**config.mk**
```make
export PLATFORM = sky130hd
export DESIGN_NAME = cam_lane_align_flat
export DESIGN_NICKNAME = d
export VERILOG_FILES = /design/src/rtl/cam_lane_align_pkg.sv /design/src/rtl/cam_lane_align_if.sv /design/src/rtl/cam_lane_align_ch.sv /design/src/rtl/cam_lane_align.sv /design/src/flat_wrapper.sv
export SDC_FILE = /design/constraint.sdc
export NUM_CORES = 1
export LEC_CHECK = 0
export CORE_MARGIN = 10
export CORE_UTILIZATION = 38
export DETAILED_ROUTE_END_ITERATION = 12
export PLACE_DENSITY = 0.68
export SLEW_MARGIN = 20
export SYNTH_ARGS = -nofsm -noshare
export SYNTH_HDL_FRONTEND = slang
export SYNTH_HIERARCHICAL = 1
export SYNTH_SLANG_ARGS = --single-unit
```
**constraint.sdc**
```tcl
create_clock -name c -period 2.62 [get_ports c]
set_clock_uncertainty 0.2 [all_clocks]
set_input_delay 0.524 -clock c [delete_from_list [all_inputs] [get_ports c]]
set_output_delay 0.524 -clock c [all_outputs]
set_load 0.05 [all_outputs]
```
**src/rtl/cam_lane_align_pkg.sv**
```systemverilog
// rtl/cam_lane_align_pkg.sv - shared types, defaults and helpers for the camera lane aligner
package cam_align_pkg;

  typedef enum logic [2:0] {
    ST_IDLE   = 3'd0,
    ST_SETTLE = 3'd1,
    ST_CHECK  = 3'd2,
    ST_SLIP   = 3'd3,
    ST_DONE   = 3'd4,
    ST_FAIL   = 3'd5
  } align_state_t;

  localparam int DEF_NUM_CAMS   = 2;
  localparam int DEF_NUM_LANES  = 4;
  localparam int DEF_DES        = 8;
  localparam int DEF_SETTLE     = 16;
  localparam int DEF_MATCH      = 64;
  localparam int DEF_MAX_SLIPS  = 2 * DEF_DES;

  // Never returns zero, so a count of one still yields a legal 1-bit register.
  function automatic int cnt_width(input int n);
    return (n > 1) ? $clog2(n) : 1;
  endfunction

  // Flat lane position of lane l of camera k; the sync lane is l == num_lanes.
  function automatic int lane_idx(input int k, input int l, input int num_lanes = DEF_NUM_LANES);
    return k * (num_lanes + 1) + l;
  endfunction

endpackage

```
**src/rtl/cam_lane_align_if.sv**
```systemverilog
// rtl/cam_lane_align_if.sv - lane data, control and status bundle between deserialisers and aligner
interface cam_lane_align_if #(
  parameter int NUM_CAMS  = 2,
  parameter int NUM_LANES = 4,
  parameter int DES       = 8
);
  localparam int LANES = NUM_CAMS * (NUM_LANES + 1);

  logic [NUM_CAMS-1:0]  start;
  logic [NUM_CAMS-1:0]  rx_locked;
  logic [LANES*DES-1:0] rxd;
  logic [LANES-1:0]     bitslip;
  logic [NUM_CAMS-1:0]  aligned;
  logic [NUM_CAMS-1:0]  fail;
  logic [NUM_CAMS-1:0]  busy;

  modport master (
    output start, rx_locked, rxd,
    input  bitslip, aligned, fail, busy
  );

  modport slave (
    input  start, rx_locked, rxd,
    output bitslip, aligned, fail, busy
  );
endinterface

```
**src/rtl/cam_lane_align_ch.sv**
```systemverilog
// rtl/cam_lane_align_ch.sv - one camera's training FSM with per-lane match flags and slip counters
module cam_lane_align_ch
  import cam_align_pkg::*;
#(
  parameter int              NUM_LANES     = DEF_NUM_LANES,
  parameter int              DES           = DEF_DES,
  parameter logic [DES-1:0]  TRAIN_WORD    = 8'h3A,
  parameter int              SETTLE_CYCLES = DEF_SETTLE,
  parameter int              MATCH_COUNT   = DEF_MATCH,
  parameter int              MAX_SLIPS     = 2 * DES
) (
  input  logic                         c,
  input  logic                         rst_n,
  input  logic                         start,
  input  logic                         rx_locked,
  input  logic [(NUM_LANES+1)*DES-1:0] rxd,
  output logic [NUM_LANES:0]           bitslip,
  output logic                         aligned,
  output logic                         fail,
  output logic                         busy
);

  localparam int NL     = NUM_LANES + 1;
  localparam int SET_W  = cnt_width(SETTLE_CYCLES);
  localparam int WIN_W  = cnt_width(MATCH_COUNT);
  localparam int SLIP_W = cnt_width(MAX_SLIPS + 1);

  align_state_t      state_q;
  align_state_t      state_d;
  logic [SET_W-1:0]  settle_cnt_q;
  logic [WIN_W-1:0]  win_cnt_q;
  logic [SLIP_W-1:0] slip_cnt_q [NL];
  logic [NL-1:0]     good_q;
  logic [NL-1:0]     bitslip_q;
  logic [NL-1:0]     lane_match;
  logic [NL-1:0]     at_limit;
  logic [NL-1:0]     good_now;
  logic [NL-1:0]     bad_now;
  logic              settle_done;
  logic              win_done;

  always_comb begin
    lane_match = '0;
    at_limit   = '0;
    for (int l = 0; l < NL; l++) begin
      lane_match[l] = (rxd[l*DES +: DES] == TRAIN_WORD);
      at_limit[l]   = (slip_cnt_q[l] == SLIP_W'(MAX_SLIPS));
    end
  end

  // good_q holds the window history; folding in this cycle's match lets the
  // last window cycle count without an extra evaluation cycle.
  assign good_now    = good_q & lane_match;
  assign bad_now     = ~good_now;
  assign settle_done = (settle_cnt_q == SET_W'(SETTLE_CYCLES - 1));
  assign win_done    = (win_cnt_q == WIN_W'(MATCH_COUNT - 1));

  always_comb begin
    state_d = state_q;
    case (state_q)
      ST_IDLE, ST_FAIL: begin
        if (start) state_d = rx_locked ? ST_SETTLE : ST_FAIL;
      end
      default: begin
        // Lock loss outranks both a restart and the window verdict.
        if (!rx_locked) begin
          state_d = ST_FAIL;
        end else if (start) begin
          state_d = ST_SETTLE;
        end else begin
          case (state_q)
            ST_SETTLE: if (settle_done) state_d = ST_CHECK;
            ST_CHECK: begin
              if (win_done) begin
                if (&good_now)                 state_d = ST_DONE;
                else if (|(bad_now & at_limit)) state_d = ST_FAIL;
                else                           state_d = ST_SLIP;
              end
            end
            ST_SLIP: state_d = ST_SETTLE;
            default: state_d = state_q;
          endcase
        end
      end
    endcase
  end

  always_ff @(posedge c) begin
    if (!rst_n) begin
      state_q      <= ST_IDLE;
      settle_cnt_q <= '0;
      win_cnt_q    <= '0;
      good_q       <= '1;
      bitslip_q    <= '0;
      for (int l = 0; l < NL; l++) slip_cnt_q[l] <= '0;
    end else begin
      state_q   <= state_d;
      bitslip_q <= '0;
      if (state_d == ST_SETTLE) begin
        settle_cnt_q <= (state_q == ST_SETTLE && !start) ? settle_cnt_q + SET_W'(1) : '0;
      end
      if (state_d == ST_CHECK) begin
        win_cnt_q <= (state_q == ST_CHECK) ? win_cnt_q + WIN_W'(1) : '0;
        good_q    <= (state_q == ST_CHECK) ? good_now : '1;
      end
      if (start) begin
        for (int l = 0; l < NL; l++) slip_cnt_q[l] <= '0;
      end else if (state_d == ST_SLIP) begin
        bitslip_q <= bad_now;
        for (int l = 0; l < NL; l++) begin
          if (bad_now[l]) slip_cnt_q[l] <= slip_cnt_q[l] + SLIP_W'(1);
        end
      end
    end
  end

  assign bitslip = bitslip_q;
  assign aligned = (state_q == ST_DONE);
  assign fail    = (state_q == ST_FAIL);
  assign busy    = (state_q == ST_SETTLE) || (state_q == ST_CHECK) || (state_q == ST_SLIP);

endmodule

```
**src/rtl/cam_lane_align.sv**
```systemverilog
// rtl/cam_lane_align.sv - per-camera LVDS bitslip trainer, one independent channel per imager
module cam_lane_align
  import cam_align_pkg::*;
#(
  parameter int              NUM_CAMS      = DEF_NUM_CAMS,
  parameter int              NUM_LANES     = DEF_NUM_LANES,
  parameter int              DES           = DEF_DES,
  parameter logic [DES-1:0]  TRAIN_WORD    = 8'h3A,
  parameter int              SETTLE_CYCLES = DEF_SETTLE,
  parameter int              MATCH_COUNT   = DEF_MATCH,
  parameter int              MAX_SLIPS     = 2 * DES
) (
  input  logic             c,
  input  logic             rst_n,
  cam_lane_align_if.slave  bus
);

  localparam int LW = NUM_LANES + 1;

  logic [NUM_CAMS*LW-1:0] bitslip_w;
  logic [NUM_CAMS-1:0]    aligned_w;
  logic [NUM_CAMS-1:0]    fail_w;
  logic [NUM_CAMS-1:0]    busy_w;

  for (genvar k = 0; k < NUM_CAMS; k++) begin : g_cam
    localparam int BASE = lane_idx(k, 0, NUM_LANES);

    cam_lane_align_ch #(
      .NUM_LANES     (NUM_LANES),
      .DES           (DES),
      .TRAIN_WORD    (TRAIN_WORD),
      .SETTLE_CYCLES (SETTLE_CYCLES),
      .MATCH_COUNT   (MATCH_COUNT),
      .MAX_SLIPS     (MAX_SLIPS)
    ) u_ch (
      .c         (c),
      .rst_n     (rst_n),
      .start     (bus.start[k]),
      .rx_locked (bus.rx_locked[k]),
      .rxd       (bus.rxd[BASE*DES +: LW*DES]),
      .bitslip   (bitslip_w[BASE +: LW]),
      .aligned   (aligned_w[k]),
      .fail      (fail_w[k]),
      .busy      (busy_w[k])
    );
  end

  assign bus.bitslip = bitslip_w;
  assign bus.aligned = aligned_w;
  assign bus.fail    = fail_w;
  assign bus.busy    = busy_w;

endmodule

```
**src/flat_wrapper.sv**
```systemverilog
// flat-port wrapper written by rule: the top's interface ports become plain ports
module cam_lane_align_flat import cam_align_pkg::*;
#(
  parameter int              NUM_CAMS      = DEF_NUM_CAMS,
  parameter int              NUM_LANES     = DEF_NUM_LANES,
  parameter int              DES           = DEF_DES,
  parameter logic [DES-1:0]  TRAIN_WORD    = 8'h3A,
  parameter int              SETTLE_CYCLES = DEF_SETTLE,
  parameter int              MATCH_COUNT   = DEF_MATCH,
  parameter int              MAX_SLIPS     = 2 * DES
)
  (c, rst_n, bus_start, bus_rx_locked, bus_rxd, bus_bitslip, bus_aligned, bus_fail, bus_busy);
  cam_lane_align_if #(.NUM_CAMS(NUM_CAMS), .NUM_LANES(NUM_LANES), .DES(DES)) bus_i ();
  input  logic c;
  input  logic rst_n;
  input wire logic [$bits(bus_i.start)-1:0] bus_start;
  input wire logic [$bits(bus_i.rx_locked)-1:0] bus_rx_locked;
  input wire logic [$bits(bus_i.rxd)-1:0] bus_rxd;
  output wire logic [$bits(bus_i.bitslip)-1:0] bus_bitslip;
  output wire logic [$bits(bus_i.aligned)-1:0] bus_aligned;
  output wire logic [$bits(bus_i.fail)-1:0] bus_fail;
  output wire logic [$bits(bus_i.busy)-1:0] bus_busy;
  assign bus_i.start = bus_start;
  assign bus_i.rx_locked = bus_rx_locked;
  assign bus_i.rxd = bus_rxd;
  assign bus_bitslip = bus_i.bitslip;
  assign bus_aligned = bus_i.aligned;
  assign bus_fail = bus_i.fail;
  assign bus_busy = bus_i.busy;
  cam_lane_align #(.NUM_CAMS(NUM_CAMS), .NUM_LANES(NUM_LANES), .DES(DES), .TRAIN_WORD(TRAIN_WORD), .SETTLE_CYCLES(SETTLE_CYCLES), .MATCH_COUNT(MATCH_COUNT), .MAX_SLIPS(MAX_SLIPS)) u_core (.c(c), .rst_n(rst_n), .bus(bus_i));
endmodule
```
==> flow_summary_export.csv <==
group,metric,value,unit
layout,n_fill_cell,1146,
outcome,status,"complete, but fails checks",
worst_setup_path,cp_top_family,"compound AO/OA/AOI/OAI gates",
clocking,cts_buffers,9,
routing,post_drt_wl_per_cell,16.8,um
die,dieArea,19800,um^2
clocking,cts-root-buf,"clkbuf_16",
power_and_ir_drop,total_power,3.51,mW
place,dp_hpwl,11700,um
routing,drt-met1-wl,6910,um
worst_setup_path,cp-end-kind,"flip-flop",
timing,layout_setup_ws,-0.0318,ns
layout,drive_above_1_share,34.5,%
timing,fin_crit,2.65,ns
clocking,cts_tree,"yes",
clocking,clk_latency,0.34,ns
layout,multiInputGateArea,3560,um^2
routing,dr.pass1.iters,4,
grt,grt_max_degree,22,
power_and_ir_drop,leakage,3.59,nW
place,io_buffers,101,
worst_setup_path,start_kind,"flip-flop",
place,gp_congestion,0.860,
timing,slew_headroom,64.8,%
die,start_util,38.5,%
synth,syn_area,5530,um^2
synth,async_reset_ff_share,0,%
timing,hold_viol,0,
routing,drt_iter0_markers,259,
worst_setup_path,cp.required,2.45,ns
layout,regArea,2430,um^2
layout,finish.net_count,891,
worst_hold_path,hold_path_end,"u_core/g_cam[0].u_ch/win_cnt_q[1]$_SDFFE_PN0N_",
worst_setup_path,r2r-end,"u_core/g_cam[0].u_ch/slip_cnt_q[0][0]$_SDFFCE_PN0P_",
die,core,14400,um^2
worst_setup_path,r2r_setup_slack,-0.03,ns
grt,gr-total-overflow,0,
routing,drc,0,
synth,yosys_warnings,6,
routing,wl_met2,8370,um
routing,met3_length,717,um
worst_setup_path,cp_max_fo,6,
synth,yosysMostFrequentCell,"nor2_1",
outcome,violations,"setup timing",
timing,setup_viol,25,
synth,synth_top_area_share,27.2,%
grt,grt_pass1_wl,25900,um
worst_setup_path,reg2reg_from,"u_core/g_cam[0].u_ch/slip_cnt_q[0][11]$_SDFFCE_PN0P_",
worst_hold_path,worstHoldStart,"u_core/g_cam[0].u_ch/win_cnt_q[1]$_SDFFE_PN0N_",
clocking,clock-sinks,96,
clocking,clk_path_buf_depth,2,
run,timing.max_cap.violations,0,
timing,drv_slew,0,
worst_setup_path,worstRegToRegCells,10,
routing,wirelength,16300,um
synth,netlist_top_cells_area,"edfxtp_1 27%, dfxtp_1 17%, ha_1 5.4%",
routing,topRoutingLayerUsed,"met4",
worst_setup_path,critPathKind,"flip-flop to flip-flop",
layout,area_delta_synth_final,56.7,%
timing,whs,0.273,ns
synth,synth_cell_types,61,
place,pre_cts_ws,-0.671,ns
worst_setup_path,cpMostUsedCell,"o21ai_4",
die,die_w,141,um
die,rows,44,
power_and_ir_drop,p_per_area,406,nW/um^2
routing,ant_nets,0,
grt,grt_pass1_vias,5496,
timing,fin_crit_sh,101,%
synth,synth_top_area_cell,"edfxtp_1",
timing,worst_pin_slew,0.524,ns
grt,antenna_found_initial,0,
power_and_ir_drop,irDropWorstVdd,0.252,mV
layout,n_antenna_cell,0,
synth,synthCells,569,
worst_setup_path,crit_chain,"inv_1 > ha_2 > nand2_1 > nor3_2 > a2111oi_4 > nand4bb_1 > o21ai_4 > nand4_4 > buf_12 > o21ai_4",
worst_setup_path,crit_buf_inv,2,
worst_setup_path,critPathSlowestCell,"edfxtp_1",
clocking,ctsHoldBuffers,0,
synth,ys.flop_type,"edfxtp_1",
routing,vias,5194,
worst_setup_path,worstPathArrival,2.48,ns
timing,rsz0062_at_grt,"true",
worst_hold_path,hp-class,"flip-flop to flip-flop",
worst_setup_path,crit_start,"u_core/g_cam[0].u_ch/slip_cnt_q[0][11]$_SDFFCE_PN0P_",
synth,synth_fp_nets,679,
clocking,htreeDepth,3,
synth,synthTopCellsByCount,"74 x nor2_1, 50 x edfxtp_1, 46 x dfxtp_1",
worst_hold_path,whs_path_depth,2,
synth,synth_seq_cells,96,
synth,synth_edf_count,50,
clocking,path_clk_slew,0.06,ns
die,pin_count,102,
worst_setup_path,cpPeakStageDelay,0.39,ns
synth,syn_avg_cell_area,9.71,um^2
routing,viasPerCell,5.35,
synth,ys_seq_area_share,43.8,%
die,die_y,141,um
grt,grt_util_all_layers,15.6,%
timing,max_freq,377,MHz
placed cells by master, fill, tap and decap left out, types with 9 or more instances in the layout:
cell type / netlist / layout
and2_1: 13 / 11
and3_4: 0 / 9
and4bb_2: 9 / 13
buf_12: 0 / 9
buf_4: 1 / 113
buf_6: 4 / 9
clkbuf_16: 0 / 9
clkdlybuf4s50_1: 0 / 15
dfxtp_1: 46 / 40
dlygate4sd2_1: 0 / 63
edfxtp_1: 50 / 50
ha_1: 24 / 18
inv_1: 35 / 34
nand2_1: 32 / 29
nand3_1: 37 / 34
nor2_1: 74 / 72
nor3_1: 11 / 10
o211ai_1: 16 / 16
o21ai_4: 0 / 14
o41ai_2: 0 / 9
xnor2_1: 10 / 10
xor2_1: 20 / 20
power breakdown:
group | total, mW | internal [mW] | switching [mW]
registers | 1.67 | 1.62 | 0.0429
logic | 0.514 | 0.254 | 0.260
clock network | 1.33 | 0.790 | 0.542
total | 3.51 | 2.67 | 0.845
cell families (layout without fill, tap and decap cells):
group | Yosys count | after routing | share of synthesized area, %
and+or+nand+nor | 251 | 251 | 26.1
buffers and inverters | 62 | 279 | 5.07
muxes | 9 | 9 | 1.65
adders and majority gates | 24 | 24 | 5.43
AOI/OAI and AO/OA | 97 | 97 | 13.1
xor gates and xnor gates | 30 | 30 | 4.75
DFF | 96 | 96 | 43.8
state kept, by name, summed over array words and instances, names as in the netlist:
signal,cells
u_core/g_cam.u_ch/slip_cnt_q,50
u_core/g_cam.u_ch/settle_cnt_q,8
u_core/g_cam.u_ch/state_q,6
u_core/g_cam.u_ch/bitslip,10
u_core/g_cam.u_ch/good_q,10
u_core/g_cam.u_ch/win_cnt_q,12
per-stage QoR:
step	TNS (ns)	cells	area [um^2]	utilization, %
CTS	-1.12	956	8330	58.0
finish	-0.634	970	8660	60.3
global placement	-68.34	918	7440	51.8
detailed placement	-74.30	918	7440	51.8
floorplan	-1.65	569	5620	-
global route	-7.07	970	8660	60.3
worst max-delay path by stage:
stage                                                           endpoint  slack (ns)  depth (start not counted)
global route        u_core/g_cam[1].u_ch/slip_cnt_q[0][20]$_SDFFCE_PN0P_       -0.14                         10
detailed placement           u_core/g_cam[0].u_ch/good_q[4]$_SDFFE_PN1N_       -0.67                          9
global placement    u_core/g_cam[0].u_ch/slip_cnt_q[0][24]$_SDFFCE_PN0P_       -0.57                          9
finish               u_core/g_cam[0].u_ch/slip_cnt_q[0][0]$_SDFFCE_PN0P_       -0.03                         10
CTS                 u_core/g_cam[1].u_ch/slip_cnt_q[0][18]$_SDFFCE_PN0P_       -0.06                         10
floorplan            u_core/g_cam[0].u_ch/slip_cnt_q[0][0]$_SDFFCE_PN0P_       -0.04                          7
what timing repair did:
| item | CTS | global route |
|---|---|---|
| gates cloned | 2 | 0 |
| setup endpoints to repair | 126 | 135 |
| resized for setup | 168 | 69 |
| buffers inserted | 20 | 18 |
| pin swaps | 70 | 45 |
layout make-up:
| cell class | count | area share [%] |
|---|---|---|
| clock buffer | 13 | 3.01 |
| tap | 184 | 2.66 |
| timing repair buffer | 227 | 23.1 |
| multi-input combinational | 411 | 41.1 |
| clock inverter | 3 | 0.462 |
| inverter | 36 | 1.56 |
| sequential | 96 | 28.1 |
worst reg2reg max path, delay by kind of cell (launching register included):
family | cells | cell delay, ns
AOI/OAI and AO/OA | 3 | 0.79
adders and majority gates | 1 | 0.18
buffers and inverters | 2 | 0.24
DFF | 1 | 0.39
and+or+nand+nor | 4 | 0.54
layer usage:
metal	track usage (%)	vias to the layer above
li1	-	2522
met1	18.2	2520
met2	27.9	133
met3	2.72	19
met4	5.65	0
met5	0	-
(Power assumes the default switching activity.)
